===== src/rtl/sharpen_pkg.sv =====
// Shared definitions for the horizontal sharpening stream: pixel geometry,
// the line-state encoding and the per-lane saturation helper.
package sharpen_pkg;

  localparam int PIX_W  = 8;
  localparam int LANES  = 4;
  localparam int WORD_W = 32;

  // GAIN*c - l - r spans -510 .. 1785 for GAIN <= 7, which fits 12 signed bits.
  localparam int SUM_W = 12;

  typedef enum logic [1:0] {
    EMPTY = 2'd0,  // no word held
    HOLD  = 2'd1,  // cur held, waiting for its right neighbour
    FLUSH = 2'd2   // last word of the line held, right edge replicated
  } state_t;

  // Saturate a signed lane sum into [0, ceiling].
  function automatic logic [PIX_W-1:0] clamp_pix(
    input logic signed [SUM_W-1:0] s,
    input logic [PIX_W-1:0]        ceiling
  );
    logic [PIX_W-1:0]        r;
    logic signed [SUM_W-1:0] ceil_ext;
    ceil_ext = $signed({{(SUM_W-PIX_W){1'b0}}, ceiling});
    if (s < 0) begin
      r = '0;
    end else if (s > ceil_ext) begin
      r = ceiling;
    end else begin
      r = s[PIX_W-1:0];
    end
    return r;
  endfunction

endpackage


===== src/rtl/sharpen_lane.sv =====
// One pixel of the sharpening kernel: GAIN*centre - left - right, clamped
// to [0, ceiling]. Purely combinational.
module sharpen_lane
  import sharpen_pkg::*;
#(
  parameter int GAIN = 3
) (
  input  logic [PIX_W-1:0] left_px,
  input  logic [PIX_W-1:0] centre_px,
  input  logic [PIX_W-1:0] right_px,
  input  logic [PIX_W-1:0] ceiling,
  output logic [PIX_W-1:0] result
);

  logic signed [SUM_W-1:0] gain_ext;
  logic signed [SUM_W-1:0] c_ext;
  logic signed [SUM_W-1:0] l_ext;
  logic signed [SUM_W-1:0] r_ext;
  logic signed [SUM_W-1:0] sum;

  assign gain_ext = SUM_W'(GAIN);
  assign c_ext    = $signed({{(SUM_W-PIX_W){1'b0}}, centre_px});
  assign l_ext    = $signed({{(SUM_W-PIX_W){1'b0}}, left_px});
  assign r_ext    = $signed({{(SUM_W-PIX_W){1'b0}}, right_px});

  // Kernel sum then saturation into the lane ceiling.
  always_comb begin
    sum    = gain_ext * c_ext - l_ext - r_ext;
    result = clamp_pix(sum, ceiling);
  end

endmodule


===== src/rtl/sharpen_row_stream.sv =====
// Streaming 1-D horizontal sharpening stage. Each 32-bit input word carries
// four pixels (lane 0 = leftmost). A word is emitted once its right
// neighbour arrives; the last word of a line is emitted from FLUSH with its
// right edge replicated, and the first word of a line replicates its left
// edge.
//
// Handshake: a word moves across an interface on a rising edge where both
// valid and ready are high. A producer holding valid keeps its data stable
// until that edge; valid without ready has no effect.
module sharpen_row_stream
  import sharpen_pkg::*;
#(
  parameter int LINE_WORDS = 16,
  parameter int GAIN       = 3,
  parameter int CNT_W      = 8
) (
  input  logic                clk,
  input  logic                rst_n,
  input  logic                clr,
  input  logic [WORD_W-1:0]   clamp_mask,
  input  logic                in_valid,
  output logic                in_ready,
  input  logic [WORD_W-1:0]   in_data,
  output logic                out_valid,
  input  logic                out_ready,
  output logic [WORD_W-1:0]   out_data,
  output logic                out_last,
  output logic [1:0]          state_dbg
);

  state_t             state_q;
  state_t             state_d;
  logic [CNT_W-1:0]   col_q;
  logic [CNT_W-1:0]   col_d;
  logic [WORD_W-1:0]  cur_q;
  logic [PIX_W-1:0]   prev_px_q;

  logic               out_free;
  logic               accept;
  logic               load_first;
  logic               shift;
  logic               emit;
  logic               emit_last;
  logic [PIX_W-1:0]   next_px;
  logic [WORD_W-1:0]  f_word;

  // The output register can take a new word when empty or being drained.
  assign out_free  = !out_valid || out_ready;
  // Gated by rst_n so nothing is offered to the feeder while in reset.
  assign in_ready  = rst_n && (state_q != FLUSH) && out_free;
  assign accept    = in_valid && in_ready;
  assign state_dbg = state_q;

  // F(prev_px, cur, next_px): four kernel lanes with a neighbour chain that
  // crosses lane boundaries inside the word and borrows prev_px / next_px
  // at the ends.
  for (genvar i = 0; i < LANES; i++) begin : g_lane
    logic [PIX_W-1:0] left_px;
    logic [PIX_W-1:0] right_px;
    logic [PIX_W-1:0] lane_res;

    if (i == 0) begin : g_left_edge
      assign left_px = prev_px_q;
    end else begin : g_left_in
      assign left_px = cur_q[PIX_W*(i-1) +: PIX_W];
    end

    if (i == LANES-1) begin : g_right_edge
      assign right_px = next_px;
    end else begin : g_right_in
      assign right_px = cur_q[PIX_W*(i+1) +: PIX_W];
    end

    sharpen_lane #(
      .GAIN (GAIN)
    ) u_lane (
      .left_px   (left_px),
      .centre_px (cur_q[PIX_W*i +: PIX_W]),
      .right_px  (right_px),
      .ceiling   (clamp_mask[PIX_W*i +: PIX_W]),
      .result    (lane_res)
    );

    assign f_word[PIX_W*i +: PIX_W] = lane_res;
  end

  // Next-state, column and datapath-control decode.
  always_comb begin
    state_d    = state_q;
    col_d      = col_q;
    load_first = 1'b0;
    shift      = 1'b0;
    emit       = 1'b0;
    emit_last  = 1'b0;
    next_px    = in_data[PIX_W-1:0];
    case (state_q)
      EMPTY: begin
        if (accept) begin
          load_first = 1'b1;
          col_d      = CNT_W'(1);
          state_d    = HOLD;
        end
      end
      HOLD: begin
        if (accept) begin
          emit  = 1'b1;
          shift = 1'b1;
          if (col_q == CNT_W'(LINE_WORDS-1)) begin
            col_d   = '0;
            state_d = FLUSH;
          end else begin
            col_d = col_q + CNT_W'(1);
          end
        end
      end
      FLUSH: begin
        next_px = cur_q[WORD_W-1 -: PIX_W];
        if (out_free) begin
          emit      = 1'b1;
          emit_last = 1'b1;
          state_d   = EMPTY;
        end
      end
      default: begin
        state_d = EMPTY;
        col_d   = '0;
      end
    endcase
  end

  // Line state: FSM, column counter, held word and its left neighbour.
  always_ff @(posedge clk or negedge rst_n) begin
    if (!rst_n) begin
      state_q   <= EMPTY;
      col_q     <= '0;
      cur_q     <= '0;
      prev_px_q <= '0;
    end else if (clr) begin
      state_q <= EMPTY;
      col_q   <= '0;
    end else begin
      state_q <= state_d;
      col_q   <= col_d;
      if (load_first) begin
        cur_q     <= in_data;
        prev_px_q <= in_data[PIX_W-1:0];
      end else if (shift) begin
        prev_px_q <= cur_q[WORD_W-1 -: PIX_W];
        cur_q     <= in_data;
      end
    end
  end

  // Output register: load on emit, drop valid once drained, hold otherwise.
  always_ff @(posedge clk or negedge rst_n) begin
    if (!rst_n) begin
      out_valid <= 1'b0;
      out_data  <= '0;
      out_last  <= 1'b0;
    end else if (clr) begin
      out_valid <= 1'b0;
      out_last  <= 1'b0;
    end else if (emit) begin
      out_valid <= 1'b1;
      out_data  <= f_word;
      out_last  <= emit_last;
    end else if (out_ready) begin
      out_valid <= 1'b0;
    end
  end

endmodule

===== config.mk =====
export PLATFORM = sky130hd
export DESIGN_NAME = sharpen_row_stream
export DESIGN_NICKNAME = d
export VERILOG_FILES = /design/src/rtl/sharpen_pkg.sv /design/src/rtl/sharpen_lane.sv /design/src/rtl/sharpen_row_stream.sv
export SDC_FILE = /design/constraint.sdc
export NUM_CORES = 1
export LEC_CHECK = 0
export CORE_ASPECT_RATIO = 0.7
export CORE_MARGIN = 2
export CORE_UTILIZATION = 55
export DETAILED_ROUTE_END_ITERATION = 12
export MAX_ROUTING_LAYER = met4
export PLACE_DENSITY = 0.83
export SLEW_MARGIN = 20
export SYNTH_ARGS = -nofsm -noshare
export SYNTH_HDL_FRONTEND = slang
export SYNTH_HIERARCHICAL = 1
export SYNTH_SLANG_ARGS = --single-unit

===== constraint.sdc =====
create_clock -name clk -period 6.1 [get_ports clk]
set_input_delay 1.22 -clock clk [delete_from_list [all_inputs] [get_ports clk]]
set_output_delay 1.22 -clock clk [all_outputs]
set_load 0.01 [all_outputs]

### Word level (Yosys, flattened, before mapping)

Cells that the tools add are included.

* register bits: 84
* bits in latches: 0
* RAM bits: 0
* ROM bits: 0
* output and inout bits: 37
* word-level logic and storage cells: 86
* memories kept: 0

* $add $sub $neg: 9
* multipliers: 4
* divide/modulo/power cells: 0
* $lt $le $gt $ge: 8
* eq/ne operators: 9
* shift operators: 0
* mux-type cells: 35
* bitwise logic cells: 1
* reductions and logical operators: 13

Operators with widths (count)
* 8-bit two-way mux: 15
* 12-bit by 9-bit subtractor with 12-bit output: 8
* 32-bit two-way mux: 2
* 12-bit by 9-bit > comparator with 1-bit output: 4
* 12-bit by 1-bit < comparator with 1-bit output (second input constant): 4
* 2-bit by 8-bit multiplier with 10-bit output (first input constant): 4
* 8-bit case mux with 3 select lines: 1
* 3-bit inequality test (second input constant): 4
* 1-bit two-way mux: 10
* 2-bit two-way mux: 5
* 8-bit by 1-bit adder with 8-bit output (second input constant): 1
* 8-bit by 4-bit equality test with 1-bit output (second input constant): 1
* 2-bit case mux with 3 select lines: 1
* 2-bit inequality test (second input constant): 2
* 2-bit AND reduction: 2
* 4-bit AND reduction: 1
* 2-bit nonzero test: 2
* 1-bit logical AND: 3
* 3-bit AND reduction: 1
* 3-bit nonzero test: 1
* 2-bit by 1-bit equality test with 1-bit output (second input constant): 1
* 2-bit equality test (second input constant): 1
* 2-bit zero test: 1
* 1-bit case mux with 2 select lines: 1
* other kinds (3): 3

### Longest topological paths before layout

* depth after elaboration: 8
* depth in mapped cells: 24
* gate-level depth less buffers: 24

### By module

Netlist, hierarchy kept.

By module, submodules not included
* sharpen_row_stream: times used 1, cells each 257, area each 3683.5 um2, seq. area each 2102.0 um2
* sharpen_lane (g_lane[2].u_lane ...): times used 2, cells each 165, area each 1292.5 um2, seq. area each 0.0 um2
* sharpen_lane (g_lane[1].u_lane): times used 1, cells each 185, area each 1431.4 um2, seq. area each 0.0 um2
* sharpen_lane (g_lane[0].u_lane): times used 1, cells each 176, area each 1341.3 um2, seq. area each 0.0 um2

### Least setup slack after synthesis

No wires, ideal clock.

* path type: register to register
* start point: register cur_q[9]
* end point: register out_data[21]
* library setup time: 127 ps
* arrival: 4732 ps
* required time: 5973 ps
* setup slack: 1240 ps
* cell stages (with the launch flop): 21
* path buffers: 0
* cells stage by stage: dfrtp_1 -> inv_1 -> fa_1 -> ha_1 -> fa_1 -> a211oi_1 -> nor2_1 -> o21a_1 -> nor2_1 -> xnor2_1 -> ha_1 -> or4b_2 -> nand3_1 -> ha_1 -> a21oi_1 -> o21ai_0 -> o22ai_1 -> o2111ai_4 -> mux2i_1 -> nor2_1 -> mux2_1

* longest elaborated chain between the ends: 5

RTL lines
* from (decl): RTL line sharpen_row_stream.sv:35 `logic [WORD_W-1:0] cur_q;`
* from (signal assigned): RTL line sharpen_row_stream.sv:145 `cur_q <= in_data;`
* from (signal assigned): RTL line sharpen_row_stream.sv:149 `cur_q <= in_data;`
* 12-bit by 9-bit subtractor with 12-bit output * (2 in series): RTL line sharpen_lane.sv:28 `sum = gain_ext * c_ext - l_ext - r_ext;`
* 12-bit by 9-bit > comparator with 1-bit output: RTL line sharpen_pkg.sv:28 `end else if (s > ceil_ext) begin`
* 8-bit two-way mux: RTL line sharpen_pkg.sv:28
* 8-bit two-way mux *: RTL line sharpen_pkg.sv:26 `if (s < 0) begin`
* named net g_lane[2].lane_res[5]: RTL line sharpen_row_stream.sv:60 `logic [PIX_W-1:0] lane_res;`
* to (signal assigned): RTL line sharpen_row_stream.sv:165 `out_data <= f_word;`
* to (decl): RTL line sharpen_row_stream.sv:26 `output logic [WORD_W-1:0] out_data,`

The timed path passes the listed nets; every way through them passes the cells marked *.
A chain may end at the register's enable or synchronous reset.

### Final worst setup path

* start point: register cur_q[17]
* end point: register out_data[30]

* longest elaborated chain between the ends: 5

RTL lines (RTL line)
* 12-bit by 9-bit subtractor with 12-bit output * (2 in series): sharpen_lane.sv:28
* 12-bit by 9-bit > comparator with 1-bit output: sharpen_pkg.sv:28
* 8-bit two-way mux: sharpen_pkg.sv:28
* 8-bit two-way mux *: sharpen_pkg.sv:26
* named net g_lane[3].lane_res[6]: sharpen_row_stream.sv:60

Marked as above.

==> metrics <==
CTS tree=built; buffers added on ports=105; number of nets in the layout=1,264; detail-routed via count per cell=5.74; CTS sink count=84; CP required=6330 ps; status=finished, final reports clean; Syn Nets=1,158; Setup CP Type=flop to flop; Post-synth top cells=inv_1 (150), ha_1 (105), dfrtp_1 (84), mux2_2 (84), nor2_1 (55); most frequent cell after synthesis=inv_1; period utilization=0.898; Seq cells post-synth=84; area leader, netlist=dfrtp_1; ys flop type=dfrtp_1; root buffer cell=clkbuf_16; Remaining Overflow, GRT=0; critical path peak fanout=10; fill count=1,308; Routed WL=around 22,000 µm; H-tree levels=3; crit path time final=5480 ps; area grow syn2layout=17.2%; worst skew pair latency=350 ps; antenna diode count=0; Post-DP HPWL=16,900 µm; Core Rows=39; Post-CTS Resized=0; crit start category=flop; clock slew at reported path FFs=70 ps; worst path cell trace=inv_1 > fa_1 > ha_1 > fa_1 > a211oi_1 > nor2_1 > o21a_1 > nor2_1 > xnor2_1 > ha_1 > or4b_2 > nand3_1 > ha_1 > a21oi_1 > o21ai_0 > o22ai_1 > o2111ai_4 > mux2i_1 > nor2_1 > mux2_1; Max Root-Sink Buffers=2; drt drc=0; area occupied by multi-input gates=6290 µm²; syn avg cell area=9.54 µm²; Routability Congestion=0.954; Synth cell types=86; Worst Skew=between 10 and 15 ps; WHS=487 ps; antenna violations before repair=0; Die Y-Extent=111 µm; Seq/Total Area, Yosys=0.232; DR pass1 iterations=5; largest net degree at the start of global routing=53; post-route insts no fill=1,284; mean routed wirelength per cell=17.0 µm; num ports=106; register area=2100 µm²; Mapped Area=9040 µm²; Placed Area=between 10,000 and 15,000 µm²; first-pass GRT wire length=~36,000 µm; Placed Cells=1,268; Starting Density=0.558; CP endpoint kind=flop; CP max-delay cell=or4b_2; fin area=10,600 µm²; Detailed Route Iter0 Violations=502; Max-slew headroom=0.446; Mapped Cells=about 950; TNS Setup=0 ps; async set-reset flop share out of synthesis=1.00; Post-CTS Setup Bufs=0; final setup violation count=0; core area=16,200 µm²; ANT nets after route=0; Worst Path Arrival=5710 ps; Global Route Usage Sum=0.268; share of cells above drive strength 1=0.142; cts hold-fix bufs=0; Synth top area share=0.232; top cells by area, synth=dfrtp_1 (23%), ha_1 (15%), mux2_2 (10%), fa_1 (8.0%), inv_1 (6.2%); Post-synth EDFFs=0; Slew Limit Fails=0; Num CTS Buffers=9; vias in the first global route=roughly 7,400; Worst Hold Class=flop to flop; Die ar.=approximately 17,000 µm²; RSZ-0062 raised after global routing=no; Worst Max-Slew Pin Slew=829 ps; max_cap viols=0; CP max stage delay=a little over 600 ps; Yosys Warn Count=6; routed via count=7,368; Max Fclk=182 MHz; Die X=between 150 and 200 µm; Final Hold Fails=0
## logic make-up after synthesis
| family | share of synthesized area |
|---|---|
| AOI/OAI and AO/OA | 0.190 |
| and+or+nand+nor | 0.112 |
| buffers and inverters | 0.0720 |
| adders and majority gates | 0.225 |
| muxes | 0.131 |
| DFF | 0.232 |
| xor gates and xnor gates | 0.0378 |
## through the flow
step / setup slack (ps) / util
2_1_floorplan: 1240 / -
3_3_place_gp: 925 / 0.636
3_5_place_dp: 760 / 0.636
4_1_cts: 685 / 0.654
5_1_grt: 262 / 0.654
6_report: 620 / 0.654
## flip-flops by register name (all words and copies together) (netlist names)
signal	count
col_q	8
cur_q	32
g_lane.left_px	8
out_data	32
out_last	1
out_valid	1
state_dbg	2
## routing by layer
| layer | up-vias | global-route usage | wire (µm) |
|---|---|---|---|
| met2 | 197 | 0.404 | 9530 |
| met1 | 3545 | 0.370 | 10500 |
| li1 | 3583 | - | - |
| met5 | - | - | 0 |
| met4 | 0 | 0.0788 | 589 |
| met3 | 43 | 0.0489 | 1120 |
## area by class of cell
| cell class | instances | share of cell area |
|---|---|---|
| Tap cell | 225 | 0.0266 |
| Clock inverter | 6 | 0.00614 |
| Multi-Input combinational cell | 701 | 0.593 |
| Timing Repair Buffer | 108 | 0.101 |
| Clock buffer | 10 | 0.0216 |
| Inverter | 150 | 0.0531 |
| Sequential cell | 84 | 0.198 |
## cell usage in the layout, fill, tap and decap left out, types with 9 or more instances in the layout
| cell type | instances |
|---|---|
| o21a_1 | 22 |
| fa_1 | 36 |
| a211oi_1 | 10 |
| nand2_1 | 25 |
| mux2_2 | 84 |
| a21o_1 | 13 |
| nand3_1 | 27 |
| nand4_1 | 9 |
| inv_1 | 150 |
| xor2_1 | 17 |
| o211ai_1 | 11 |
| nor2b_1 | 15 |
| clkdlybuf4s50_1 | 104 |
| a21oi_1 | 52 |
| xnor2_1 | 22 |
| dfrtp_1 | 84 |
| mux2i_1 | 19 |
| nor2_1 | 55 |
| nor3_1 | 10 |
| clkbuf_16 | 9 |
| o21ai_0 | 31 |
| ha_1 | 105 |
## final timing paths
kind / depth (start not counted) / slack (ps) / to / start
worst min register to register: 1 / 490 / out_data[3]$_DFFE_PN0P_ / out_data[3]$_DFFE_PN0P_
max in group asynchronous: 2 / 4180 / out_data[31]$_DFFE_PN0P_ / rst_n
worst min-delay path: 1 / 490 / out_data[3]$_DFFE_PN0P_ / out_data[3]$_DFFE_PN0P_
min in group asynchronous: 1 / 840 / out_data[8]$_DFFE_PN0P_ / rst_n
worst max-delay path: 20 / 620 / out_data[30]$_DFFE_PN0P_ / cur_q[17]$_DFFE_PN0P_
worst max register to register: 20 / 620 / out_data[30]$_DFFE_PN0P_ / cur_q[17]$_DFFE_PN0P_
## worst max-delay path: cells and delay by family (launching register included)
| kind | cells | cell delay, ps |
|---|---|---|
| mux | 2 | 510 |
| flops | 1 | 460 |
| buf+inv | 1 | 100 |
| fa+ha+maj | 5 | 1900 |
| compound gates | 6 | 1260 |
| xor+xnor | 1 | 100 |
| simple gates | 5 | 1030 |
Power is not shown: default switching activity piles up to over one toggle a cycle in this logic, so the estimate is an artifact.
